===== src/rtl/graphics_memory_arbiter.sv =====
// ---------------------------------------------------------------------------
// graphics_memory_arbiter
//
// Shares the CPU-side port of the dual-port graphics memory between the CPU
// data path and the DMA/blit engine. One access is granted per cycle. The CPU
// wins a conflict unless the DMA side has already waited through STARVE_LIMIT
// consecutive CPU grants. Read data comes back one cycle after the grant and
// is steered to the requester that issued the read.
//
// Parameters:
//   STARVE_LIMIT   consecutive CPU grants tolerated while DMA waits (1..15)
//
// Ports:
//   Clock, Reset                 clock; synchronous active-high reset
//   CpuReq/CpuWrite/CpuAddr/     CPU command, held stable until CpuGrant
//   CpuByteEnable/CpuWData
//   CpuGrant                     CPU command accepted this cycle
//   CpuRValid/CpuRData           CPU read return (one cycle after grant)
//   Dma*                         same set of signals for the DMA engine
//   MemAddress/MemByteEnable/    command to the memory, sampled at the edge
//   MemData/MemWriteEnable       that ends the grant cycle
//   MemQ                         registered memory read data
// ---------------------------------------------------------------------------
module graphics_memory_arbiter #(
  parameter int STARVE_LIMIT = 4
) (
  input  logic        Clock,
  input  logic        Reset,
  input  logic        CpuReq,
  input  logic        CpuWrite,
  input  logic [16:0] CpuAddr,
  input  logic [3:0]  CpuByteEnable,
  input  logic [31:0] CpuWData,
  output logic        CpuGrant,
  output logic        CpuRValid,
  output logic [31:0] CpuRData,
  input  logic        DmaReq,
  input  logic        DmaWrite,
  input  logic [16:0] DmaAddr,
  input  logic [3:0]  DmaByteEnable,
  input  logic [31:0] DmaWData,
  output logic        DmaGrant,
  output logic        DmaRValid,
  output logic [31:0] DmaRData,
  output logic [14:0] MemAddress,
  output logic [3:0]  MemByteEnable,
  output logic [31:0] MemData,
  output logic        MemWriteEnable,
  input  logic [31:0] MemQ
);

  localparam logic [3:0] STARVE_MAX = 4'(STARVE_LIMIT);

  logic [3:0] starveCount;
  logic       readPending;
  logic       readOwnerDma;
  logic       cpuSel;
  logic       dmaSel;

  // The two byte-offset bits of each address never reach the word-wide memory.
  logic unusedAddrBits;
  assign unusedAddrBits = ^{CpuAddr[1:0], DmaAddr[1:0]};

  // Grant select: DMA only wins a conflict once it has been starved to the limit.
  always_comb begin
    cpuSel = 1'b0;
    dmaSel = 1'b0;
    if (Reset) begin
      cpuSel = 1'b0;
      dmaSel = 1'b0;
    end else if (DmaReq && (!CpuReq || (starveCount == STARVE_MAX))) begin
      dmaSel = 1'b1;
    end else if (CpuReq) begin
      cpuSel = 1'b1;
    end else begin
      cpuSel = 1'b0;
      dmaSel = 1'b0;
    end
  end

  assign CpuGrant = cpuSel;
  assign DmaGrant = dmaSel;

  // Memory command mux: lines follow the granted requester, all zero when idle.
  always_comb begin
    MemAddress     = 15'd0;
    MemByteEnable  = 4'd0;
    MemData        = 32'd0;
    MemWriteEnable = 1'b0;
    if (cpuSel) begin
      MemAddress     = CpuAddr[16:2];
      MemByteEnable  = CpuWrite ? CpuByteEnable : 4'd0;
      MemData        = CpuWData;
      MemWriteEnable = CpuWrite;
    end else if (dmaSel) begin
      MemAddress     = DmaAddr[16:2];
      MemByteEnable  = DmaWrite ? DmaByteEnable : 4'd0;
      MemData        = DmaWData;
      MemWriteEnable = DmaWrite;
    end else begin
      MemAddress     = 15'd0;
      MemByteEnable  = 4'd0;
      MemData        = 32'd0;
      MemWriteEnable = 1'b0;
    end
  end

  // Starvation counter: counts CPU grants that DMA waited through, saturating.
  always_ff @(posedge Clock) begin
    if (Reset) begin
      starveCount <= 4'd0;
    end else if (!DmaReq || dmaSel) begin
      starveCount <= 4'd0;
    end else if (cpuSel && (starveCount < STARVE_MAX)) begin
      starveCount <= starveCount + 4'd1;
    end else begin
      starveCount <= starveCount;
    end
  end

  // Read owner tracking: remembers who issued the read sampled at this edge.
  always_ff @(posedge Clock) begin
    if (Reset) begin
      readPending  <= 1'b0;
      readOwnerDma <= 1'b0;
    end else begin
      readPending  <= (cpuSel && !CpuWrite) || (dmaSel && !DmaWrite);
      readOwnerDma <= dmaSel;
    end
  end

  // Read return steering; Reset in the return cycle wins over the return.
  always_comb begin
    CpuRValid = 1'b0;
    CpuRData  = 32'd0;
    DmaRValid = 1'b0;
    DmaRData  = 32'd0;
    if (readPending && !Reset) begin
      if (readOwnerDma) begin
        DmaRValid = 1'b1;
        DmaRData  = MemQ;
      end else begin
        CpuRValid = 1'b1;
        CpuRData  = MemQ;
      end
    end else begin
      CpuRValid = 1'b0;
      DmaRValid = 1'b0;
    end
  end

endmodule


===== config.mk =====
export PLATFORM = sky130hd
export DESIGN_NAME = graphics_memory_arbiter
export DESIGN_NICKNAME = d
export VERILOG_FILES = /design/src/rtl/graphics_memory_arbiter.sv
export SDC_FILE = /design/constraint.sdc
export NUM_CORES = 1
export LEC_CHECK = 0
export BUFFER_PORTS_ARGS = -buffer_cell sky130_fd_sc_hd__buf_2
export CORE_AREA = 2 2 102 104
export CTS_CLUSTER_SIZE = 10
export DETAILED_ROUTE_END_ITERATION = 16
export DIE_AREA = 0 0 104 106
export PLACE_DENSITY = 0.51
export SLEW_MARGIN = 20
export SYNTH_ARGS = -nofsm -noshare
export SYNTH_HDL_FRONTEND = slang
export SYNTH_SLANG_ARGS = --single-unit

===== constraint.sdc =====
create_clock -name Clock -period 1.3 [get_ports Clock]
set_input_delay 0.065 -clock Clock [delete_from_list [all_inputs] [get_ports Clock]]
set_output_delay 0.065 -clock Clock [all_outputs]
set_load 0.01 [all_outputs]

Yosys cells after proc, flatten, opt, wreduce, memory -nomap -nowiden
Index checks and enable logic that the tools add are counted.
{ "totals": {"register_bits": 6, "wordCells": 43, "inputBits": 144} }
{ "classes": {"eq_ne": 1, "n_addsub": 1, "order_cmp": 1, "mux": 23, "reduce_logical": 14} }
{ "ops": {"columns": ["operator", "n"], "rows": [
  ["2-to-1 mux 32 bit", 6],
  ["2-to-1 mux 15 bit", 2],
  ["2-to-1 mux 4 bit", 4],
  ["2-to-1 mux 1 bit", 11],
  ["logical AND 1 bit", 5],
  ["logical NOT 1 bit", 5],
  ["adder 4 x 1 -> 4 bit (second input constant)", 1],
  ["equality test 4 x 3 -> 1 bit (second input constant)", 1],
  ["less-than comparator 4 x 3 -> 1 bit (second input constant)", 1],
  ["logical OR 1 bit", 3],
  ["OR reduction 2 bit", 1]
]} }

Logic depth before layout (Yosys ltp)
{ "logic_depth": {"word_depth": 7, "ltp_mapped": 7, "mapped_depth_nobuf": 5} }

Worst setup path before layout
Ideal clock, no wire load.
{ "synth_path": {"path_type": "reg2out", "startpoint": "register starveCount[0]", "endpoint": "output MemAddress[0]", "n_path_buf": 2, "slack_ps": -120, "t_arrival_ps": 1355, "t_required_ps": 1235, "stages_incl_launch_ff": 8, "cell_sequence": "dfxtp_1 -> inv_1 -> ha_1 -> nand3b_4 -> o21a_1 -> buf_6 -> buf_6 -> a22o_1"} }
{ "synth_via": {"elab_cells_between_ends": 9, "classes_between": "eq/ne (1); mux (6); reduce/logical (2)"} }
{ "synth_rtl": {"columns": ["element", "line_no", "rtl"], "rows": [
  ["start, declared", "54", "logic [3:0] starveCount;"],
  ["start signal, assigned", "115", "starveCount <= starveCount + 4'd1;"],
  ["start signal, assigned", "117", "starveCount <= starveCount;"],
  ["equality test 4 x 3 -> 1 bit", "71", "end else if (DmaReq && (!CpuReq || (starveCount == STARVE_MAX))) begin"],
  ["logical OR 1 bit", "71", null],
  ["logical AND 1 bit", "71", null],
  ["2-to-1 mux 1 bit", "71", null],
  ["2-to-1 mux 1 bit", "68", "if (Reset) begin"],
  ["via CpuGrant", "34", "output logic CpuGrant,"],
  ["2-to-1 mux 15 bit", "90", "if (cpuSel) begin"],
  ["end, declared", "45", "output logic [14:0] MemAddress,"]
]} }
The timed path passes the listed nets, and every way through them passes these cells.

Final worst setup path
{ "layout_path": {"startpoint": "register starveCount[1]", "endpoint": "output MemData[0]"} }
{ "layout_via": {"elab_chain_cells": 7, "elab_cells_between_ends": 9, "classes_between": "eq/ne (1); mux (6); reduce/logical (2)"} }
{ "layout_rtl": {"columns": ["element", "line_no", "rtl"], "rows": [
  ["equality test 4 x 3 -> 1 bit (*)", "71", null],
  ["logical OR 1 bit (*)", "71", null],
  ["logical AND 1 bit (*)", "71", null],
  ["2-to-1 mux 1 bit", "71", null],
  ["2-to-1 mux 1 bit", "68", null],
  ["2-to-1 mux 32 bit", "95", "end else if (dmaSel) begin"],
  ["2-to-1 mux 32 bit (*)", "90", null],
  ["end, declared", "47", "output logic [31:0] MemData,"]
]} }
Mark *: on every way between the ends. The rest lies on a longest branch, timed or not.

==> results.yml <==
outcome:
  status: "complete, but fails checks"
  violations: "negative setup slack"
global_route:
  grt_max_degree: 34
  antenna_found_initial: 0
  grt_pass1_vias: 2245
  overflow: 0
  grt_busiest_layer: "met2"
  grt_use_met3_pct: 2.76
  use_met1_pct: 14.9
  grt_util_all_layers_pct: 13.7
  met2_usage_pct: 26.7
  grt_pass1_wl_um: 12000
yosys:
  synth-seq-area-share_pct: 9.25
  syn_avg_cell_area_sq_um: 7.82
  synth-warning-count: 0
  synth_mux_area_share_pct: 0.771
  syn_nets: 312
  synth_compound_area_share_pct: 39.1
  ys_ff_latch: 6
  synth_edf_count: 0
  synth_xor_area_share_pct: 0.674
  yosys.cell_types.count: 26
  synthAdderAreaFrac_pct: 1.93
  synthArstFlopShare_pct: 0
  synth-simple-area-share_pct: 37.3
  synthesis.area_sq_um: 1300
  ys.flop_type: "dfxtp_1"
  synth_top_family_by_area: "compound AO/OA/AOI/OAI gates"
  synthCells: 166
die:
  pin_count: 264
  die_x_um: 104
  start_util_pct: 13.0
  core_area_sq_um: 10000
  row_count: 37
  die-height_um: 106
  die_area_sq_um: 11000
final_layout:
  n_antenna_cell: 0
  final_core_util_pct: 38.3
  syn_to_final_growth_pct: 195
  fin_nets: 593
  layout.cells.non_filler: 581
  drive_gt1_share_pct: 83.1
critical_path:
  cp_max_fo: 12
  worstPathCellList: "inv_2 -> ha_4 -> nand3b_4 -> buf_12 -> a21oi_4 -> buf_12 -> clkbuf_16 -> a22o_1 -> buf_2"
  path_delay_family: "buffers and inverters"
  critical_path_buf_inv_count: 5
  cp_slowest_stage_delay_ns: 0.31
  crit_path_start_kind: "flop"
  r2r_slack_ns: -0.09
  rr_worst_depth: 6
  end_kind: "output pin"
  cp_slowest_cell: "dfxtp_2"
  arrival_ns: 1.72
  critPathMostFrequentCell: "buf_12"
  r2r-end: "readPending"
  path_class: "reg2out"
  cp.required_ns: 1.24
  r2r-start: "starveCount[1]"
timing:
  finalWorstSetupSlack_ns: -0.486
  min_period_ns: 1.79
  final-hold-violation-count: 0
  setup_viol: 120
  rsz0062_at_grt: "yes"
  hold_slack_ns: 0.178
  tns_ns: -31.52
  worst_slew_pin_slew_ns: 0.268
  timing.max_slew.rel_slack_pct: 82.1
  skew_ns: 0.00117
  min_period_over_period_pct: 137
  final_max_slew_viol_count: 0
  timing.fmax_mhz: 560
hold_path:
  hold_start: "CpuReq"
  whs_path_depth: 3
  hold_end: "readOwnerDma"
  hp-class: "in2reg"
cts:
  tritoncts: "built"
  insertion_delay_ns: 0.23
  cts-root-buf: "clkbuf_8"
  h-tree-depth: 1
  cts_hold_buf: 0
  clockBufferDepth: 2
  tritoncts.num_buffers: 3
  cts.sink_count: 6
  cts.reportedPaths.clkPinSlew_ns: 0.04
place:
  place_congestion: 0.891
  io_buffers: 259
  place_inst: 559
  hpwl_um: 6840
flow_run:
  cap_violations: 0
power_and_ir_drop:
  irDropWorstVdd_v: 0.000241
  clkPwrFrac_pct: 22.6
  cellPowerDensity_nw_per_um2: 347
  intPower_uw: 863
  swShare_pct: 35.2
  p_leak_uw: 0.00213
  power_frac_seq_pct: 14.4
  p_switching_uw: 468
  combPwrFrac_pct: 63.0
  power.total_uw: 1330
detailed_routing:
  routed_wl_um: 9930
  drtAntennaViolNets: 0
  route.vias.total: 2506
  detail_route.wl_per_cell_um: 17.1
  drc: 0
  drt_iter0_markers: 76
  dr.pass1.iters: 4
  viasPerCell: 4.31
worst register-to-register path, delay by kind of cell (launching register included):
family	cells	cell delay [ns]
adder cells (fa/ha/maj)	1	0.14
AO/OA/AOI/OAI	2	0.50
flip-flops	1	0.31
AND/OR/NAND/NOR	1	0.09
buffers and inverters	2	0.25
synthesized netlist by cell type (2+ instances only):
master	instances	area, sq um
inv_1	6	22.5
dfxtp_1	6	120
buf_6	7	78.8
nor2_1	4	15.0
buf_1	2	7.51
a22o_1	48	420
a32o_1	4	40.0
ha_1	2	25.0
buf_2	3	15.0
clkbuf_1	5	18.8
and2_1	64	400
how the worst max path moves through the flow:
| stage | from | endpoint | slack (ns) | cells past startpoint |
|---|---|---|---|---|
| 6_report | starveCount[1] | MemData[0] | -0.49 | 9 |
| 4_1_cts | starveCount[0] | MemData[5] | -0.50 | 9 |
| 3_3_place_gp | starveCount[1] | MemData[31] | -0.24 | 8 |
| 5_1_grt | starveCount[0] | MemData[2] | -0.53 | 9 |
| 3_5_place_dp | starveCount[1] | MemData[31] | -0.25 | 8 |
| 2_1_floorplan | starveCount[1] | MemAddress[0] | -0.06 | 7 |
state kept, by name, indices dropped and copies added (netlist names):
register and count:
readOwnerDma 1, readPending 1, starveCount 4
timing repair:
item | in CTS | in global routing
setup endpoints to repair | 63 | 121
buffers inserted | 4 | 5
resized for setup | 23 | 126
pin swaps | 15 | 51
cloned | 4 | 8
per-layer routing:
layer | wire, um | up-vias | share of wire (%)
met5 | 0 | - | 0
met2 | 5420 | 178 | 55
li1 | - | 1163 | -
met1 | 3550 | 1154 | 36
met3 | 811 | 11 | 8.2
met4 | 146 | 0 | 1.5
cell families after synthesis:
group / Yosys count
AO/OA/AOI/OAI: 58
XOR/XNOR: 1
adder cells (fa/ha/maj): 2
buffers and inverters: 23
flip-flops: 6
multiplexers: 1
AND/OR/NAND/NOR: 75
final cells by class:
class                           count  area (sq um)
Multi-Input combinational cell    137          1240
Inverter                            6          22.5
Tap cell                          136           170
Sequential cell                     6           125
Timing Repair Buffer              293          2240
Fill cell                        1016          6170
Clock buffer                        3          41.3
power by group through the flow:
stage	combinational, uW	sequential (uW)	clock (uW)
floorplan	268	193	0
global placement	662	194	0
detailed placement	665	194	0
CTS	707	191	306
global route	891	192	316
finish	838	191	301
metrics by stage:
| step | cell area (sq um) | worst slack (ns) |
|---|---|---|
| after floorplan | 1310 | -0.0621 |
| after global placement | 2850 | -0.243 |
| after detailed placement | 2850 | -0.252 |
| after CTS | 3120 | -0.496 |
| after global routing | 3830 | -0.534 |
| final | 3830 | -0.486 |
cells in the final DEF, fill, tap and decap left out, types with 2 or more instances in the layout:
master | synthesis | layout
buf_6 | 7 | 68
a22o_1 | 48 | 47
dfxtp_2 | 0 | 4
buf_8 | 0 | 2
buf_12 | 0 | 6
buf_2 | 3 | 195
and2_4 | 0 | 55
inv_2 | 0 | 2
dfxtp_1 | 6 | 2
clkbuf_16 | 0 | 8
buf_4 | 0 | 12
clkbuf_8 | 0 | 3
a32o_2 | 0 | 4
nor2_1 | 4 | 4
buf_16 | 0 | 2
inv_1 | 6 | 4
and2_1 | 64 | 9
Power figures use the tool's default switching activity.
